## config.mk

```make
export PLATFORM = sky130hd
export DESIGN_NAME = ps2_hex_entry_flat
export DESIGN_NICKNAME = d
export VERILOG_FILES = /design/src/rtl/ps2_hex_entry_if.sv /design/src/rtl/ps2_hex_entry.sv /design/src/flat_wrapper.sv
export SDC_FILE = /design/constraint.sdc
export NUM_CORES = 1
export LEC_CHECK = 0
export BUFFER_PORTS_ARGS = -buffer_cell sky130_fd_sc_hd__buf_2
export CAP_MARGIN = 10
export CORE_AREA = 2 2 105 107
export DETAILED_ROUTE_END_ITERATION = 8
export DIE_AREA = 0 0 107 109
export MAX_ROUTING_LAYER = met4
export PLACE_DENSITY_LB_ADDON = 0.3
export RECOVER_POWER = 100
export SLEW_MARGIN = 20
export SYNTH_ARGS = -nofsm -noshare
export SYNTH_HDL_FRONTEND = slang
export SYNTH_SLANG_ARGS = --single-unit
```

## constraint.sdc

```tcl
create_clock -name clk -period 4.6 [get_ports clk]
set_clock_uncertainty 0.15 [all_clocks]
set_input_delay 0.69 -clock clk [delete_from_list [all_inputs] [get_ports clk]]
set_output_delay 0.69 -clock clk [all_outputs]
set_load 0.1 [all_outputs]
```

## src/rtl/ps2_hex_entry_if.sv

```systemverilog
// PS/2 receive pins and hex-entry results bundled for ps2_hex_entry.
// The device/bench side drives the PS/2 pins; the block drives the results.
interface ps2_hex_entry_if;
    logic        ps2_clk;
    logic        ps2_data;
    logic [31:0] entry;
    logic [3:0]  digit_cnt;
    logic [31:0] value;
    logic        value_valid;
    logic        frame_err;

    modport slave (
        input  ps2_clk,
        input  ps2_data,
        output entry,
        output digit_cnt,
        output value,
        output value_valid,
        output frame_err
    );

    modport master (
        output ps2_clk,
        output ps2_data,
        input  entry,
        input  digit_cnt,
        input  value,
        input  value_valid,
        input  frame_err
    );
endinterface

```

## src/rtl/ps2_hex_entry.sv

```systemverilog
// PS/2 device-to-host frame receiver with Set-2 scancode decoding into a
// 32-bit hex entry register; Enter commits the entry as an operand.
module ps2_hex_entry #(
    parameter int unsigned FREQ_IN = 100000000,
    parameter int unsigned FILTER  = 8,
    parameter int unsigned TIMEOUT = 100000
) (
    input logic            clk,
    input logic            rst,
    ps2_hex_entry_if.slave bus
);

    localparam int unsigned FltW = $clog2(FILTER + 1);
    localparam int unsigned ToW  = $clog2(TIMEOUT + 1);
    localparam logic [FltW-1:0] FltLast = FltW'(FILTER - 1);
    localparam logic [ToW-1:0]  ToLast  = ToW'(TIMEOUT - 1);

    // The system clock must comfortably outrun the ~17 kHz PS/2 bit clock.
    if (FREQ_IN < 100000 || FILTER < 1 || TIMEOUT < 2) begin : gen_bad_cfg
        $error("ps2_hex_entry: unsupported FREQ_IN/FILTER/TIMEOUT");
    end

    typedef enum logic [1:0] {StIdle, StData, StParity, StStop} state_e;

    logic [1:0]      clk_sync_q, data_sync_q;
    logic            filt_q;
    logic [FltW-1:0] flt_cnt_q;
    logic            fall_q, bit_q;

    always_ff @(posedge clk or posedge rst) begin
        if (rst) begin
            clk_sync_q  <= 2'b11;
            data_sync_q <= 2'b11;
            filt_q      <= 1'b1;
            flt_cnt_q   <= '0;
            fall_q      <= 1'b0;
            bit_q       <= 1'b1;
        end else begin
            clk_sync_q  <= {clk_sync_q[0], bus.ps2_clk};
            data_sync_q <= {data_sync_q[0], bus.ps2_data};
            bit_q       <= data_sync_q[1];
            fall_q      <= 1'b0;
            if (clk_sync_q[1] == filt_q) begin
                flt_cnt_q <= '0;
            end else if (flt_cnt_q == FltLast) begin
                filt_q    <= clk_sync_q[1];
                flt_cnt_q <= '0;
                fall_q    <= filt_q;
            end else begin
                flt_cnt_q <= flt_cnt_q + 1'b1;
            end
        end
    end

    state_e         state_q;
    logic [2:0]     bit_cnt_q;
    logic [7:0]     shift_q, byte_q;
    logic           par_q, byte_rdy_q, frame_err_q;
    logic [ToW-1:0] to_cnt_q;

    always_ff @(posedge clk or posedge rst) begin
        if (rst) begin
            state_q     <= StIdle;
            bit_cnt_q   <= '0;
            shift_q     <= '0;
            byte_q      <= '0;
            par_q       <= 1'b0;
            byte_rdy_q  <= 1'b0;
            frame_err_q <= 1'b0;
            to_cnt_q    <= '0;
        end else begin
            byte_rdy_q  <= 1'b0;
            frame_err_q <= 1'b0;
            if (state_q == StIdle || fall_q) begin
                to_cnt_q <= '0;
            end else begin
                to_cnt_q <= to_cnt_q + 1'b1;
            end
            if (fall_q) begin
                case (state_q)
                    StIdle: begin
                        if (!bit_q) begin
                            state_q   <= StData;
                            bit_cnt_q <= '0;
                        end
                    end
                    StData: begin
                        shift_q   <= {bit_q, shift_q[7:1]};
                        bit_cnt_q <= bit_cnt_q + 1'b1;
                        if (bit_cnt_q == 3'd7) state_q <= StParity;
                    end
                    StParity: begin
                        par_q   <= bit_q;
                        state_q <= StStop;
                    end
                    default: begin
                        state_q <= StIdle;
                        if (bit_q && (^{shift_q, par_q})) begin
                            byte_rdy_q <= 1'b1;
                            byte_q     <= shift_q;
                        end else begin
                            frame_err_q <= 1'b1;
                        end
                    end
                endcase
            end else if (state_q != StIdle && to_cnt_q == ToLast) begin
                state_q     <= StIdle;
                frame_err_q <= 1'b1;
            end
        end
    end

    logic       is_digit;
    logic [3:0] digit;

    always_comb begin
        is_digit = 1'b1;
        digit    = 4'h0;
        case (byte_q)
            8'h45: digit = 4'h0;
            8'h16: digit = 4'h1;
            8'h1E: digit = 4'h2;
            8'h26: digit = 4'h3;
            8'h25: digit = 4'h4;
            8'h2E: digit = 4'h5;
            8'h36: digit = 4'h6;
            8'h3D: digit = 4'h7;
            8'h3E: digit = 4'h8;
            8'h46: digit = 4'h9;
            8'h1C: digit = 4'hA;
            8'h32: digit = 4'hB;
            8'h21: digit = 4'hC;
            8'h23: digit = 4'hD;
            8'h24: digit = 4'hE;
            8'h2B: digit = 4'hF;
            default: is_digit = 1'b0;
        endcase
    end

    logic        brk_q, brk_d, ext_q, ext_d, vv_q, vv_d;
    logic [31:0] entry_q, entry_d, value_q, value_d;
    logic [3:0]  cnt_q, cnt_d;

    always_comb begin
        brk_d   = brk_q;
        ext_d   = ext_q;
        entry_d = entry_q;
        cnt_d   = cnt_q;
        value_d = value_q;
        vv_d    = 1'b0;
        if (byte_rdy_q) begin
            if (byte_q == 8'hF0) begin
                brk_d = 1'b1;
            end else if (byte_q == 8'hE0) begin
                ext_d = 1'b1;
            end else if (brk_q || ext_q) begin
                // Release or extended key: swallow the code and rearm.
                brk_d = 1'b0;
                ext_d = 1'b0;
            end else if (is_digit) begin
                if (cnt_q < 4'd8) begin
                    entry_d = {entry_q[27:0], digit};
                    cnt_d   = cnt_q + 4'd1;
                end
            end else if (byte_q == 8'h66) begin
                if (cnt_q != 4'd0) begin
                    entry_d = {4'h0, entry_q[31:4]};
                    cnt_d   = cnt_q - 4'd1;
                end
            end else if (byte_q == 8'h5A) begin
                value_d = entry_q;
                vv_d    = 1'b1;
                entry_d = '0;
                cnt_d   = '0;
            end else if (byte_q == 8'h76) begin
                entry_d = '0;
                cnt_d   = '0;
            end
        end
    end

    always_ff @(posedge clk or posedge rst) begin
        if (rst) begin
            brk_q   <= 1'b0;
            ext_q   <= 1'b0;
            entry_q <= '0;
            cnt_q   <= '0;
            value_q <= '0;
            vv_q    <= 1'b0;
        end else begin
            brk_q   <= brk_d;
            ext_q   <= ext_d;
            entry_q <= entry_d;
            cnt_q   <= cnt_d;
            value_q <= value_d;
            vv_q    <= vv_d;
        end
    end

    assign bus.entry       = entry_q;
    assign bus.digit_cnt   = cnt_q;
    assign bus.value       = value_q;
    assign bus.value_valid = vv_q;
    assign bus.frame_err   = frame_err_q;

endmodule

```

## src/flat_wrapper.sv

```systemverilog
// flat-port wrapper written by rule: the top's interface ports become plain ports
module ps2_hex_entry_flat 
#(
    parameter int unsigned FREQ_IN = 100000000,
    parameter int unsigned FILTER  = 8,
    parameter int unsigned TIMEOUT = 100000
)
  (clk, rst, bus_ps2_clk, bus_ps2_data, bus_entry, bus_digit_cnt, bus_value, bus_value_valid, bus_frame_err);
  ps2_hex_entry_if bus_i ();
  input logic clk;
  input logic rst;
  input wire logic [$bits(bus_i.ps2_clk)-1:0] bus_ps2_clk;
  input wire logic [$bits(bus_i.ps2_data)-1:0] bus_ps2_data;
  output wire logic [$bits(bus_i.entry)-1:0] bus_entry;
  output wire logic [$bits(bus_i.digit_cnt)-1:0] bus_digit_cnt;
  output wire logic [$bits(bus_i.value)-1:0] bus_value;
  output wire logic [$bits(bus_i.value_valid)-1:0] bus_value_valid;
  output wire logic [$bits(bus_i.frame_err)-1:0] bus_frame_err;
  assign bus_i.ps2_clk = bus_ps2_clk;
  assign bus_i.ps2_data = bus_ps2_data;
  assign bus_entry = bus_i.entry;
  assign bus_digit_cnt = bus_i.digit_cnt;
  assign bus_value = bus_i.value;
  assign bus_value_valid = bus_i.value_valid;
  assign bus_frame_err = bus_i.frame_err;
  ps2_hex_entry #(.FREQ_IN(FREQ_IN), .FILTER(FILTER), .TIMEOUT(TIMEOUT)) u_core (.clk(clk), .rst(rst), .bus(bus_i));
endmodule
```

==> metrics.csv <==
metric,value,unit
worstPathMaxFanout,30,
via_per_inst,5.84,
cpMaxStageDelayCell,dfrtp_1,
cts_root_buffer,clkbuf_8,
fin_ws,0.778,ns
hpwl,8370,um
internal_power,1.91,mW
insertion_delay,0.53,ns
power_frac_comb,0.022,
yosys_warnings,0,
total_leakage_power,3.07,nW
postPlaceCellArea,6420,um2
grt_pass1_vias,4052,
fmax,262,MHz
dieWidth,107,um
port_buffers,73,
min_period,3.82,ns
crit_required,4.86,ns
ir_worst_vdd,0.240,mV
synthesis.nets,504,
fp-row-count,38,
drc_errors,0,
arrival,4.08,ns
fin_setup_tns,0,ns
synth_common_cells,"117 x dfrtp_1, 70 x mux2_2, 27 x nor2_1",
synth-edff-count,0,
synth.distinct_cells,74,
hold_viol,0,
cts.htree.levels,4,
cts_sinks,123,
outcome,"complete, but fails checks",
tightest_slew,2.91,ns
synth_top_area_frac,0.490,
syn_area,5980,um2
dr_total_vias,4173,
yosysSeqAreaShare,0.516,
antenna_found_initial,0,
area_delta_synth_final,14.4,%
finalCritPeriodShare,0.831,
pin_count,74,
grt_overflow,0,
syn_avg_cell_area,12.2,um2
async_flop_share,1.00,
power,2.44,mW
cts_setup_buffers,0,
setup-violations-final,0,
dp.cells,682,
dp_slack,1.18,ns
yosys.area.top_type,dfrtp_1,
layout.cells.non_filler,714,
ys.flop_type,dfrtp_1,
core_region_area,10600,um2
cts_buffer_depth,2,
grt_pass1_wl,20300,um
stdcell_area,6840,um2
worstSetupStartpointType,flip-flop,
synthCells,490,
drtIter0Drc,166,
gp_congestion,0.850,
yosysMostFrequentCell,dfrtp_1,
die_area,11700,um2
cap_violations,1,
nets,575,
synth_area_leaders,"dfrtp_1 49%, mux2_2 13%, a22o_1 3.5%",
power.share.sequential,0.457,
yosys_register_bits,123,
antenna_cells,0,
final_antenna_net_count,0,
p_per_area,357,nW/um2
cts_resized,0,
min-delay-path-class,in2reg,
violations,"max-capacitance violations, max-slew violations",
relSlewSlack,-0.943,
path_clk_slew,0.06,ns
cts_tree,done,
cts_hold_buf,0,
critical_path_class,reg2reg,
wl,12600,um
switching_share,0.219,
die_h,109,um
final_util,0.645,
fillCellCount,840,
drive_above_1_share,0.218,
pwr-share-clk,0.521,
dr.pass1.iters,4,
grt_usage,0.233,
initial_core_util,0.564,
drv_slew,81,
cts_buffers,17,
critPathMaxStageDelay,0.69,ns
grt_start_max_net_pins,81,
fin_worst_hold_slack,0.109,ns
rsz0062_at_grt,false,
p_switching,0.533,mW
worstSetupEndpointType,flip-flop,
wire_per_inst,17.7,um
path_cells,and4bb_1 > and3_1 > buf_4 > a41oi_1 > nand2_1 > o21ai_4 > mux2_2,
[metal layers]
| metal | vias up | GRT usage | routed length (um) |
|---|---|---|---|
| met5 | - | - | 0 |
| met4 | 0 | 0.0918 | 296 |
| met3 | 24 | 0.0574 | 476 |
| met2 | 90 | 0.362 | 6050 |
| met1 | 2119 | 0.298 | 5800 |
| li1 | 1940 | - | - |
[final cells by class]
type | instances | area [um2] | area share
sequential | 123 | 3090 | 0.451
multi-input combinational | 329 | 2650 | 0.388
clock buffer | 18 | 428 | 0.0626
timing repair buffer | 77 | 303 | 0.0443
tap | 140 | 175 | 0.0256
clock inverter | 14 | 146 | 0.0214
inverter | 13 | 48.8 | 0.00714
[layout by cell type, fill, tap and decap left out, drive strengths merged, types with 4 or more instances in the layout]
cell	Yosys	final
nor2	28	28
a21oi	12	12
buf	14	5
nand3b	6	6
inv	13	15
clkinvlp	0	6
dfrtp	117	117
mux2	79	79
clkbuf	11	90
or3	4	4
nor3	7	7
nor2b	6	6
nand4	4	4
nand3	16	16
xnor2	12	12
nor4	4	4
xor2	10	10
nand2	23	23
ha	10	10
o2bb2ai	5	5
dfstp	6	6
a22oi	4	4
and2	4	4
clkinv	0	4
nor3b	6	6
o21ai	17	17
a22o	24	24
[registers in the layout (all words and copies together), names as in the netlist, 2 cells and up]
| name | cells |
|---|---|
| u_core.bus.entry | 32 |
| u_core.bus.value | 32 |
| u_core.to_cnt_q | 17 |
| u_core.byte_q | 8 |
| u_core.shift_q | 8 |
| u_core.bus.digit_cnt | 4 |
| u_core.flt_cnt_q | 4 |
| u_core.bit_cnt_q | 3 |
| u_core.clk_sync_q | 2 |
| u_core.data_sync_q | 2 |
| u_core.state_q | 2 |
[cells by family after synthesis]
family                     Yosys count  synth area share
AOI/OAI and AO/OA                   83             0.104
adders and majority gates           10            0.0209
xor gates and xnor gates            23            0.0360
and+or+nand+nor                    131             0.131
buffers and inverters               38            0.0324
DFF                                123             0.516
muxes                               82             0.159
[path summary, 6_finish.rpt]
kind | startpoint | depth (start not counted) | slack [ns] | endpoint
worst max-delay path | u_core.byte_q[3] | 7 | 0.78 | u_core.bus.entry[18]
worst min-delay path | bus_ps2_data | 1 | 0.11 | u_core.data_sync_q[0]
worst max register to register | u_core.byte_q[3] | 7 | 0.78 | u_core.bus.entry[18]
worst min register to register | u_core.data_sync_q[0] | 0 | 0.21 | u_core.data_sync_q[1]
max in group asynchronous | rst | 3 | 1.46 | u_core.bus.digit_cnt[3]
min in group asynchronous | rst | 2 | 1.06 | u_core.bus.entry[26]
[power groups by stage]
stage                     Clock, mW  Combinational, mW  Sequential (mW)
after CTS                      1.29             0.0562             1.12
after global routing           1.34             0.0625             1.12
after detailed placement          0             0.0554             1.13
final                          1.27             0.0533             1.12
after floorplan                   0             0.0428             1.13
after global placement            0             0.0537             1.13
[critical path, delay by kind of cell, from the launching register on]
kind            cells  cell delay (ns)
compound gates      2             1.08
buf+inv             1             0.23
simple gates        3             1.12
flops               1             0.69
mux                 1             0.42
No activity file was read; power rests on OpenSTA's default activity.
